$ cat src/rtl/fetch_decode.sv
// Instruction register plus combinational decoder with branch/HALT handling; FETCH_DECODE_PERF_CNT_EN adds a saturating taken-branch counter.
// Latency: fetch-to-decode 1 cycle; decode outputs are combinational from ir.
// Backpressure: none; a taken branch inserts a one-cycle bubble, and HALT freezes fetch until reset.
module fetch_decode #(
  parameter int INSTR_W = 9,
  parameter int CNT_W   = 16
) (
  input  logic               clk,
  input  logic               reset,
  input  logic [6:0]         PC,
  input  logic [INSTR_W-1:0] instr_data,
  input  logic               zero,
  output logic               branch,
  output logic               branch_conditional,
  output logic [6:0]         target,
  output logic [2:0]         alu_op,
  output logic [5:0]         operand,
  output logic               ir_valid,
  output logic               done,
  output logic [CNT_W-1:0]   br_count
);

  typedef enum logic {
    S_RUN  = 1'b0,
    S_HALT = 1'b1
  } state_t;

  state_t             state, state_nxt;
  logic [INSTR_W-1:0] ir;
  logic               ir_vld_q;
  logic [2:0]         opcode;
  logic [2:0]         lut_idx;
  logic               is_halt;
  logic               taken;

  assign opcode   = ir[INSTR_W-1 -: 3];
  assign lut_idx  = ir[5:3];
  assign is_halt  = (opcode == 3'b111) && (lut_idx == 3'b111);
  assign operand  = ir[5:0];
  assign ir_valid = ir_vld_q;
  assign taken    = branch & ir_vld_q & (~branch_conditional | zero);

  always_ff @(posedge clk) begin
    if (reset) begin
      state    <= S_RUN;
      ir       <= '0;
      ir_vld_q <= 1'b0;
    end else begin
      state <= state_nxt;
      // ir stays frozen on the edge that enters HALT and while halted
      if (state == S_RUN && state_nxt == S_RUN) begin
        ir       <= instr_data;
        ir_vld_q <= ~taken;
      end else begin
        ir_vld_q <= 1'b0;
      end
    end
  end

  always_comb begin
    state_nxt          = state;
    branch             = 1'b0;
    branch_conditional = 1'b0;
    target             = {lut_idx, 4'b0000};
    alu_op             = 3'b000;
    done               = 1'b0;
    case (state)
      S_RUN: begin
        if (ir_vld_q) begin
          alu_op = opcode;
          if (opcode == 3'b110) begin
            branch = 1'b1;
          end else if (opcode == 3'b111) begin
            branch = 1'b1;
            if (is_halt) begin
              target    = PC;
              state_nxt = S_HALT;
            end else begin
              branch_conditional = 1'b1;
            end
          end
        end
      end
      S_HALT: begin
        // Branch-to-self keeps the program counter pinned
        branch = 1'b1;
        target = PC;
        done   = 1'b1;
      end
      default: state_nxt = S_RUN;
    endcase
  end

`ifdef FETCH_DECODE_PERF_CNT_EN
  logic [CNT_W-1:0] cnt_q;

  always_ff @(posedge clk) begin
    if (reset) begin
      cnt_q <= '0;
    end else if (taken && !is_halt && (cnt_q != {CNT_W{1'b1}})) begin
      cnt_q <= cnt_q + {{(CNT_W-1){1'b0}}, 1'b1};
    end
  end

  assign br_count = cnt_q;
`else
  assign br_count = '0;
`endif

endmodule

$ cat config.mk
export PLATFORM = sky130hd
export DESIGN_NAME = fetch_decode
export DESIGN_NICKNAME = d
export VERILOG_FILES = /design/src/rtl/fetch_decode.sv
export SDC_FILE = /design/constraint.sdc
export NUM_CORES = 1
export LEC_CHECK = 0
export ABC_AREA = 1
export CAP_MARGIN = 20
export CELL_PAD_IN_SITES_DETAIL_PLACEMENT = 0
export CELL_PAD_IN_SITES_GLOBAL_PLACEMENT = 1
export CORE_MARGIN = 2
export CORE_UTILIZATION = 24
export DETAILED_ROUTE_END_ITERATION = 7
export GPL_TIMING_DRIVEN = 0
export PLACE_DENSITY_LB_ADDON = 0.1
export SETUP_SLACK_MARGIN = 0.5
export SYNTH_ARGS = -nofsm -noshare
export SYNTH_HDL_FRONTEND = slang
export SYNTH_SLANG_ARGS = --single-unit
export TNS_END_PERCENT = 100
$ cat constraint.sdc
create_clock -name clk -period 2.2 [get_ports clk]
set_clock_uncertainty 0.1 [all_clocks]
set_input_delay 0.44 -clock clk [delete_from_list [all_inputs] [get_ports clk]]
set_output_delay 0.44 -clock clk [all_outputs]
set_load 0.02 [all_outputs]
== Yosys cells after proc, flatten, opt, wreduce, memory -nomap -nowiden ==
Cells that the tools add are included.

* Bits in registers: 11
* Bits of input ports: 19
* Output and inout port bits: 36
* Word-level logic and storage cells: 39

* Eq/ne operators: 3
* Muxes and demuxes: 22
* Bitwise logic cells: 8
* Reductions and logical operators: 3

{| class="wikitable"
|+ Operators by type and width
! operator !! count
|-
| 7-bit two-way mux || 4
|-
| 1-bit two-way mux || 14
|-
| 7-bit case mux with 2 select lines || 1
|-
| 3-bit == test, second input constant || 3
|-
| 3-bit two-way mux || 2
|-
| 1-bit inverter || 5
|-
| 1-bit AND || 2
|-
| 1-bit logical AND || 2
|-
| 1-bit case mux with 2 select lines || 1
|-
| 2-bit OR reduction || 1
|-
| 1-bit OR || 1
|}

== Longest topological paths before layout ==
Gate-level depths: netlist of run 1.

* Depth in word-level cells: 11
* Mapped depth: 7
* Depth with buffers taken out: 6

== Least setup slack after synthesis of run 1 ==
OpenSTA, ideal clock, no wires.

* Kind: reg-to-output
* Start: register ir_vld_q, in the netlist ir_valid
* End: output target[0]
* Data arrival time: 1.346 ns
* Data required time: 1.660 ns
* Setup slack: 0.314 ns
* Stages on the path, launching flop included: 5
* Path buffers: 0
* Cells stage by stage: dfxtp_1 > nand2_2 > nor2_4 > nand2_4 > a21boi_0

* Cells in the longest elaborated chain, start to end: 2

{| class="wikitable"
|+ RTL lines
! what !! RTL line !! text
|-
| start: declaration || 30 || <nowiki>logic ir_vld_q;</nowiki>
|-
| start signal: assignment || 53 || <nowiki>ir_vld_q <= ~taken;</nowiki>
|-
| 7-bit two-way mux || 69 || <nowiki>if (ir_vld_q) begin</nowiki>
|-
| 7-bit case mux with 2 select lines || 67 || <nowiki>case (state)</nowiki>
|-
| end: declaration || 15 || <nowiki>output logic [6:0] target,</nowiki>
|}

Every way passes these cells.

== Worst setup path in the final report of run 1 ==
* Start: register ir_vld_q, in the netlist ir_valid
* End: output target[5]

Same word-level chain as after synthesis.

==> run_results.csv, run 1 <==
group,metric,value,unit
run_status,status,"finished clean",
drt,final_antenna_net_count,0,
worst_setup_path,critPathMaxStageDelay,0.37,ns
sta,setup_ws,0.300,ns
synth,ys_seq_area_share,27.8,%
global_route,grt_pass1_wl,3540,um
synth,netlist_area,791,um^2
sta,hold_viol,0,
drt,wire_per_inst,10.6,um
drt,wl_met3,141,um
synth,yosysTopAreaCell,"dfxtp_1",
drt,viasPerCell,3.99,
worst_setup_path,cp_max_fo,5,
sta,period_needed,1.90,ns
cells_and_area,nets,206,
worst_setup_path,cp_cell_sequence,"nand2_4, nor2_4, nand2_4, buf_8, nand3_1, nand2_2, buf_6",
clocking,clock_path_buffers,2,
global_route,grt_overflow,0,
power_and_ir_drop,total_power,0.531,mW
synth,async_reset_ff_share,0,%
worst_setup_path,critPathArrivalTime,1.36,ns
sta,maxSlewViolCount,0,
clocking,cts_buffers,3,
synth,yosys_warnings,0,
drt,routed-wl-met2,1270,um
synth,yosys-top-cells-area,"dfxtp_1 (28%), buf_4 (23%), nand2_1 (10%)",
worst_setup_path,endpoint_kind,"output pin",
clocking,clkSlewWorstSetupHoldPaths,0.08,ns
sta,rsz0062_at_grt,"yes",
floorplanning,rows,20,
drt,wl_met1,1030,um
clocking,ctsHoldBuffers,0,
synth,yosys-top-cells-count,"buf_4 (24), nand2_1 (21), nand3_1 (12)",
drt,num_vias,918,
worst_hold_path,hold_path.class,"reg -> reg",
clocking,clkSinkCount,11,
clocking,htree_levels,1,
cells_and_area,multi_input_area,452,um^2
sta,final.setup.tns,0,ns
cells_and_area,area_delta_synth_final,93.0,%
global_route,first_global_vias,832,
synth,syn-instance-count,108,
job,cap_viol_max_count,0,
worst_setup_path,r2r_slack,0.75,ns
global_route,grt_start_max_net_pins,11,
synth,synth.avg_cell_area,7.32,um^2
floorplanning,die-area,3770,um^2
floorplanning,coreArea,3100,um^2
power_and_ir_drop,vdd_drop_max,0.000192,V
worst_setup_path,cp_common_cell,"nand2_4",
worst_setup_path,required,1.66,ns
worst_setup_path,critPathLaunchType,"flip-flop",
cells_and_area,diodes,0,
sta,setup_violations,0,
placement,hpwl,1650,um
floorplanning,io_pins,55,
drt,routed_wl,2450,um
synth,synth_top_area_share,27.8,%
placement,gp_congestion,0.702,
floorplanning,initial_core_util,25.5,%
global_route,grt_antenna_before_repair,0,
synth,synthDistinctLibCells,21,
placement,dpl_worst_slack,-0.0449,ns
power_and_ir_drop,powerDensity,348,nW/um^2
synth,ys_seq_elements,11,
drt,drt_first_pass_iters,4,
drt,drc_errors,0,
cells_and_area,seqCellArea,233,um^2
floorplanning,die_h,61.4,um
power_and_ir_drop,p_leak,0.816,nW
worst_setup_path,critical_path_class,"reg -> out",
floorplanning,die-width,61.4,um
cells_and_area,drive_gt1_share,49.5,%
clocking,tritoncts,"yes",
drt,route.top_layer_used,"met4",
drt,drt_iter0_markers,42,
cells_and_area,fillers,324,
synth,yosysMostFrequentCell,"buf_4",
global_route,grt_usage,12.7,%
clocking,root_buffer,"clkbuf_4",
clocking,worstSkewPairLatency,0.27,ns
synth,synth_top_flop_cell,"dfxtp_1",
worst_setup_path,cp_slowest_cell,"dfxtp_2",
sta,clock.fmax,526,MHz
sta,period_share,86.4,%
placement,portBuffers,38,
synth,synth_edf_count,0,
[power by group]
part	internal [mW]	switching (mW)	total [mW]
registers	0.210	0.00901	0.219
logic	0.0895	0.0797	0.169
clock network	0.0674	0.0762	0.144
total	0.367	0.165	0.531
[path summary, 6_finish.rpt]
check,end,from,cells past startpoint
max,target[5],ir_valid$_SDFF_PP0_,7
max reg2reg,ir[8]$_SDFFE_PP0P_,ir[4]$_SDFFE_PP0P_,9
min,ir[1]$_SDFFE_PP0P_,ir[1]$_SDFFE_PP0P_,2
min reg2reg,ir[1]$_SDFFE_PP0P_,ir[1]$_SDFFE_PP0P_,2
[flip-flops by register name, summed over array words and instances, names as in the netlist]
signal	cells
ir	9
ir_valid	1
state	1
[placed cells by master, fill, tap and decap left out, types with 2 or more instances in the layout]
cell and instances:
conb_1 16, nand2_4 3, a21boi_2 2, a21oi_1 2, clkdlybuf4s50_1 18, nand2_2 7
dfxtp_2 7, clkbuf_4 3, buf_8 3, a21oi_2 2, nand4_1 9, nand2_1 15
nand3_1 11, inv_1 5, nor2_4 2, dlygate4sd2_1 9, buf_4 49, a21boi_1 3
buf_6 4, buf_2 2, nand3_2 2, nor2_1 2, dfxtp_1 3
[layout make-up]
cell class | count | area share, %
repair buffers | 58 | 32.8
flip-flops and latches | 11 | 15.2
inverters | 7 | 2.13
well taps | 44 | 3.61
multi-input cells | 79 | 29.6
clock inverters | 1 | 0.328
plain buffers | 27 | 14.8
clock buffers | 3 | 1.48
[metrics by stage]
stage / util (%) / cells / instance area (um^2) / hold WS [ns]
CTS: 47.1 / 226 / 1460 / 0.370
finish: 49.2 / 230 / 1530 / 0.370
global placement: 41.5 / 205 / 1290 / 0.353
detailed placement: 41.5 / 205 / 1290 / 0.358
floorplan: - / 123 / 852 / 0.343
global route: 49.2 / 230 / 1530 / 0.393
[worst max-delay path, delay by kind of cell, from the launching register on]
kind | cells | cell delay, ns
buffers and inverters | 2 | 0.26
and+or+nand+nor | 5 | 0.45
DFF | 1 | 0.37
[layer usage]
metal	vias up	GRT usage [%]
met2	28	22.3
met1	407	14.8
met3	5	3.99
met5	-	0
met4	0	3.34
li1	478	-
[cell families (layout without fill, tap and decap cells)]
family                 count (synthesis)  in the layout  synth area share (%)
buffers and inverters                 34             96                  29.3
AND/OR/NAND/NOR                       51             52                  33.4
AO/OA/AOI/OAI                         11             11                  9.02
flip-flops                            11             11                  27.8
other                                  1             16                 0.474
[what timing repair did]
action,CTS,global route
setup buffers,16,4
gates resized for setup,85,15
pin swaps,7,5
endpoints found under the setup margin,20,12
gates cloned,1,0
(Power assumes the default switching activity.)
==> run 2: changes to the inputs <==
Settings changed: ABC_AREA 1 to default, CORE_UTILIZATION 24 to 25, CTS_CLUSTER_DIAMETER from default to 150.
==> run_results.csv, run 2 <==
group,metric,value,unit
floorplanning,initial_core_util,26.8,%
cells_and_area,area_delta_synth_final,96.7,%
clocking,clock_path_buffers,2,
drt,drt_iter0_markers,8,
global_route,grt_antenna_before_repair,0,
cells_and_area,top_register,"ir",
floorplanning,die-area,3460,um^2
global_route,first_global_vias,673,
synth,ys_seq_area_share,29.3,%
worst_setup_path,rr_worst_depth,6,
placement,hpwl,1350,um
synth,synth_top_flop_cell,"dfxtp_1",
cells_and_area,final_cell_mix,"buf_4 (39), clkdlybuf4s50_1 (18), conb_1 (16)",
synth,async_reset_ff_share,0,%
clocking,htree_levels,1,
power_and_ir_drop,powerDensity,352,nW/um^2
power_and_ir_drop,p_leak,0.761,nW
sta,clock.fmax,505,MHz
clocking,worstSkewPairLatency,0.27,ns
synth,yosys-top-cells-area,"dfxtp_1 (29%), buf_4 (23%), mux2i_1 (11%)",
synth,synth.avg_cell_area,8.95,um^2
worst_setup_path,cp_cell_sequence,"and4_4, a21oi_4, mux2_4, buf_6",
floorplanning,die-width,58.8,um
synth,synthDistinctLibCells,25,
synth,yosysTopAreaCell,"dfxtp_1",
cells_and_area,stdcell_area,1480,um^2
synth,yosys_warnings,0,
worst_setup_path,critPathArrivalTime,1.44,ns
worst_setup_path,critPathCapture,"target[5]",
synth,syn-instance-count,84,
drt,drt_first_pass_iters,6,
worst_setup_path,timing.rr.end,"ir_valid$_SDFF_PP0_",
synth,synth_edf_count,0,
floorplanning,io_pins,55,
clocking,clkSinkCount,11,
sta,setup_violations,0,
placement,portBuffers,38,
clocking,ctsHoldBuffers,0,
clocking,root_buffer,"clkbuf_4",
worst_setup_path,critical_path_class,"reg -> out",
cells_and_area,mostFrequentLayoutCell,"buf_4",
worst_setup_path,cp_max_fo,4,
job,cap_viol_max_count,0,
synth,yosys-top-cells-count,"buf_4 (23), dfxtp_1 (11), nand2b_1 (11)",
power_and_ir_drop,total_power,0.521,mW
worst_setup_path,critPathLaunchType,"flip-flop",
worst_setup_path,critPathMaxStageDelay,0.33,ns
worst_hold_path,hold_path.class,"reg -> reg",
synth,synth_top_area_share,29.3,%
global_route,grt_pass1_wl,2930,um
drt,final_antenna_net_count,0,
drt,viasPerCell,3.97,
global_route,grt_start_max_net_pins,11,
drt,wire_per_inst,10.2,um
placement,placed_area,1250,um^2
drt,drc_errors,2,
floorplanning,coreArea,2810,um^2
drt,routed_wl,1940,um
cells_and_area,drive_gt1_share,50.6,%
synth,ys_seq_elements,11,
worst_setup_path,cp_slowest_cell,"dfxtp_2",
worst_setup_path,endpoint_kind,"output pin",
clocking,tritoncts,"yes",
clocking,clkSlewWorstSetupHoldPaths,0.07,ns
cells_and_area,fillers,277,
synth,netlist_area,752,um^2
worst_setup_path,required,1.66,ns
cells_and_area,largest_reg_flops,9,
sta,period_share,90.1,%
clocking,cts_buffers,3,
run_status,violations,"DRC",
run_status,status,"finished with violations",
worst_setup_path,r2r_slack,0.57,ns
drt,num_vias,759,
cells_and_area,diodes,0,
sta,period_needed,1.98,ns
sta,hold_ws,0.381,ns
worst_setup_path,timing.rr.start,"ir[5]$_SDFFE_PP0P_",
floorplanning,rows,19,
floorplanning,die_h,58.8,um
power_and_ir_drop,vdd_drop_max,0.000373,V
worst_setup_path,crit_start,"ir_valid$_SDFF_PP0_",
global_route,grt_usage,11.2,%
sta,maxSlewViolCount,0,
cells_and_area,nets,180,
sta,hold_viol,0,
synth,yosysMostFrequentCell,"buf_4",
sta,rsz0062_at_grt,"yes",
placement,gp_congestion,0.661,
global_route,grt_overflow,0,
run 2: changes by cell type after synthesis, sizes merged, moves of 3 or more:
cell | previous run | this run
nand4 | 9 | 0
and2 | 0 | 3
buf | 27 | 24
nor2 | 4 | 1
mux2i | 0 | 8
nand2b | 0 | 11
inv | 6 | 1
a21boi | 5 | 0
nor2b | 0 | 5
nand3 | 13 | 0
nand2 | 24 | 1
run 2: kinds of logic (layout without fill, tap and decap cells):
kind of cell / count (synthesis) / count (layout) / synth area share, %
AO/OA/AOI/OAI: 9 / 9 / 8.65
buffers and inverters: 26 / 87 / 24.6
flip-flops: 11 / 11 / 29.3
multiplexers: 10 / 10 / 13.6
other: 1 / 16 / 0.499
AND/OR/NAND/NOR: 27 / 27 / 23.3
run 2: area by class of cell:
class | count | area [um^2] | share of cell area, %
inverter | 1 | 3.75 | 0.254
clock buffer | 4 | 26.3 | 1.78
buffer | 25 | 199 | 13.5
multi-input combinational | 62 | 463 | 31.3
timing repair buffer | 57 | 510 | 34.5
sequential | 11 | 238 | 16.1
tap | 31 | 38.8 | 2.62
run 2: stage by stage:
step           setup WS, ns  instances  TNS [ns]  util (%)
2_1_floorplan         0.494         99         0         -
3_3_place_gp       -0.00215        168  -0.00348      44.5
3_5_place_dp        -0.0144        168   -0.0244      44.5
4_1_cts               0.185        188         0      51.5
5_1_grt               0.170        191         0      52.7
6_report              0.218        191         0      52.7
run 2: critical path, delay by kind of cell (launching register included):
family | cells | cell delay [ns]
and+or+nand+nor | 1 | 0.21
buffers and inverters | 1 | 0.13
DFF | 1 | 0.33
muxes | 1 | 0.32
AOI/OAI and AO/OA | 1 | 0.18
run 2: how the worst min path moves through the flow:
stage / from / end / slack (ns) / depth (start not counted)
floorplan: ir[0]$_SDFFE_PP0P_ / ir[0]$_SDFFE_PP0P_ / 0.35 / 2
global placement: ir[1]$_SDFFE_PP0P_ / ir[1]$_SDFFE_PP0P_ / 0.36 / 2
detailed placement: ir[2]$_SDFFE_PP0P_ / ir[2]$_SDFFE_PP0P_ / 0.37 / 2
CTS: ir[2]$_SDFFE_PP0P_ / ir[2]$_SDFFE_PP0P_ / 0.38 / 2
global route: ir[0]$_SDFFE_PP0P_ / ir[0]$_SDFFE_PP0P_ / 0.39 / 2
finish: ir[2]$_SDFFE_PP0P_ / ir[2]$_SDFFE_PP0P_ / 0.38 / 2
run 2: per-layer routing:
metal / track usage [%] / wire [um]
met3: 5.05 / 172
met1: 13.4 / 785
met5: 0 / 0
met4: 2.92 / 25
met2: 18.1 / 960
run 2: repair_timing:
item,CTS,global route
pin swaps,3,4
setup endpoints to repair,20,12
setup buffers,16,3
resized for setup,97,9
hold endpoints to repair,0,0
run 2: power by group:
group | switching, mW | internal [mW] | total (mW)
Clock | 0.0691 | 0.0701 | 0.139
Combinational | 0.0714 | 0.0949 | 0.166
Sequential | 0.00738 | 0.208 | 0.215
==> run 3: changes to the inputs <==
Settings changed: CORE_UTILIZATION 25 to 35, DONT_BUFFER_PORTS from default to 1.
==> run_results.csv, run 3 (same netlist as run 2, synthesis figures left out) <==
group,metric,value,unit
drt,wl_met3,158,um
placement,dpl_worst_slack,0.410,ns
drt,routed_wl,1510,um
floorplanning,rows,16,
cells_and_area,diodes,0,
worst_setup_path,cp_max_fo,4,
global_route,grt_pass1_wl,2290,um
sta,rsz0062_at_grt,"yes",
floorplanning,initial_core_util,37.6,%
sta,setup_ws,0.297,ns
run_status,status,"finished clean",
worst_setup_path,timing.critical_path.buf_inv,0,
sta,setup_violations,0,
clocking,clkSlewWorstSetupHoldPaths,0.07,ns
drt,drc_errors,0,
floorplanning,die_h,50.4,um
sta,final.setup.tns,0,ns
worst_setup_path,required,1.66,ns
drt,num_vias,551,
cells_and_area,final_util,48.1,%
clocking,root_buffer,"clkbuf_4",
sta,period_share,86.5,%
power_and_ir_drop,p_leak,0.486,nW
power_and_ir_drop,p_sw,0.139,mW
clocking,htree_levels,1,
floorplanning,die-area,2540,um^2
drt,wire_per_inst,11.4,um
cells_and_area,nets,125,
worst_setup_path,critical_path_class,"reg -> out",
global_route,grt_usage,11.6,%
drt,wl_met1,623,um
power_and_ir_drop,vdd_drop_max,0.000419,V
sta,maxSlewViolCount,0,
floorplanning,die-width,50.4,um
worst_setup_path,cp_top_family,"multiplexers",
global_route,first_global_vias,521,
worst_hold_path,hold_path.class,"in -> reg",
sta,clock.fmax,525,MHz
worst_setup_path,critPathArrivalTime,1.36,ns
clocking,worstSkewPairLatency,0.27,ns
global_route,grt_start_max_net_pins,11,
cells_and_area,mostFrequentLayoutCell,"buf_4",
drt,route.top_layer_used,"met3",
global_route,grt_antenna_before_repair,0,
clocking,clock_path_buffers,2,
placement,gp_congestion,0.687,
cells_and_area,area_delta_synth_final,28.1,%
cells_and_area,top_register,"ir",
cells_and_area,largest_reg_flops,9,
power_and_ir_drop,p_clk_share,30.5,%
worst_setup_path,critPathLaunchType,"flip-flop",
job,cap_viol_max_count,0,
cells_and_area,final_cell_mix,"buf_4 (25), conb_1 (16), nand2b_1 (11)",
power_and_ir_drop,powerDensity,484,nW/um^2
floorplanning,coreArea,2000,um^2
drt,viasPerCell,4.17,
clocking,cts_buffers,3,
power_and_ir_drop,intPower,0.328,mW
floorplanning,io_pins,55,
cells_and_area,drive_gt1_share,49.5,%
worst_setup_path,cp_cell_sequence,"and4_4, a21oi_4, mux2_4",
worst_setup_path,cp_slowest_cell,"mux2_4",
drt,drt_first_pass_iters,3,
power_and_ir_drop,swShare,29.8,%
clocking,clkSinkCount,11,
clocking,tritoncts,"yes",
worst_setup_path,r2r_slack,0.89,ns
sta,period_needed,1.90,ns
drt,final_antenna_net_count,0,
power_and_ir_drop,power_frac_comb,22.8,%
sta,hold_viol,0,
power_and_ir_drop,power_frac_seq,46.7,%
worst_setup_path,critPathMaxStageDelay,0.36,ns
placement,hpwl,1110,um
clocking,ctsHoldBuffers,0,
placement,portBuffers,0,
worst_setup_path,endpoint_kind,"output pin",
global_route,grt_overflow,0,
drt,drt_iter0_markers,7,
drt,routed-wl-met2,727,um
==> run 3: per-stage QoR <==
| step | total power [mW] | hold WS, ns | instances | instance area (um^2) |
|---|---|---|---|---|
| 6_report | 0.467 | 0.210 | 132 | 963 |
| 5_1_grt | 0.489 | 0.208 | 132 | 963 |
| 3_3_place_gp | 0.321 | 0.360 | 126 | 863 |
| 3_5_place_dp | 0.322 | 0.364 | 126 | 863 |
| 4_1_cts | 0.473 | 0.207 | 132 | 957 |
| 2_1_floorplan | 0.315 | 0.349 | 99 | 830 |
==> run 3: worst paths after layout <==
path | start | to | depth (start not counted)
worst max register to register | ir[6]$_SDFFE_PP0P_ | ir[0]$_SDFFE_PP0P_ | 4
worst min-delay path | instr_data[7] | ir[7]$_SDFFE_PP0P_ | 2
worst min register to register | ir[2]$_SDFFE_PP0P_ | ir[2]$_SDFFE_PP0P_ | 2
worst max-delay path | ir[6]$_SDFFE_PP0P_ | target[4] | 3
==> run 3: area by class of cell <==
class | instances | area (um^2)
inverters | 1 | 3.75
clock buffers | 4 | 26.3
repair buffers | 2 | 15.0
flip-flops and latches | 11 | 234
well taps | 27 | 33.8
multi-input cells | 62 | 463
plain buffers | 25 | 188
fillers | 210 | 1040
==> run 3: power groups by stage <==
stage / Clock (mW) / Sequential (mW) / Combinational [mW]
2_1_floorplan: 0 / 0.221 / 0.0939
3_3_place_gp: 0 / 0.224 / 0.0971
3_5_place_dp: 0 / 0.224 / 0.0980
4_1_cts: 0.149 / 0.219 / 0.105
5_1_grt: 0.156 / 0.220 / 0.114
6_report: 0.142 / 0.218 / 0.106
==> run 3: repair_timing <==
item | 4_1_cts | 5_1_grt
endpoints found under the setup margin | 9 | 12
pin swaps | 4 | 2
endpoints found under the hold margin | 0 | 0
gates resized for setup | 19 | 4
buffers inserted | 2 | 0
==> run 3: per-layer routing <==
metal,GRT usage (%),up-vias
met3,5.65,0
met2,18.9,28
met5,0,-
met1,14.3,241
met4,1.35,0
li1,-,282
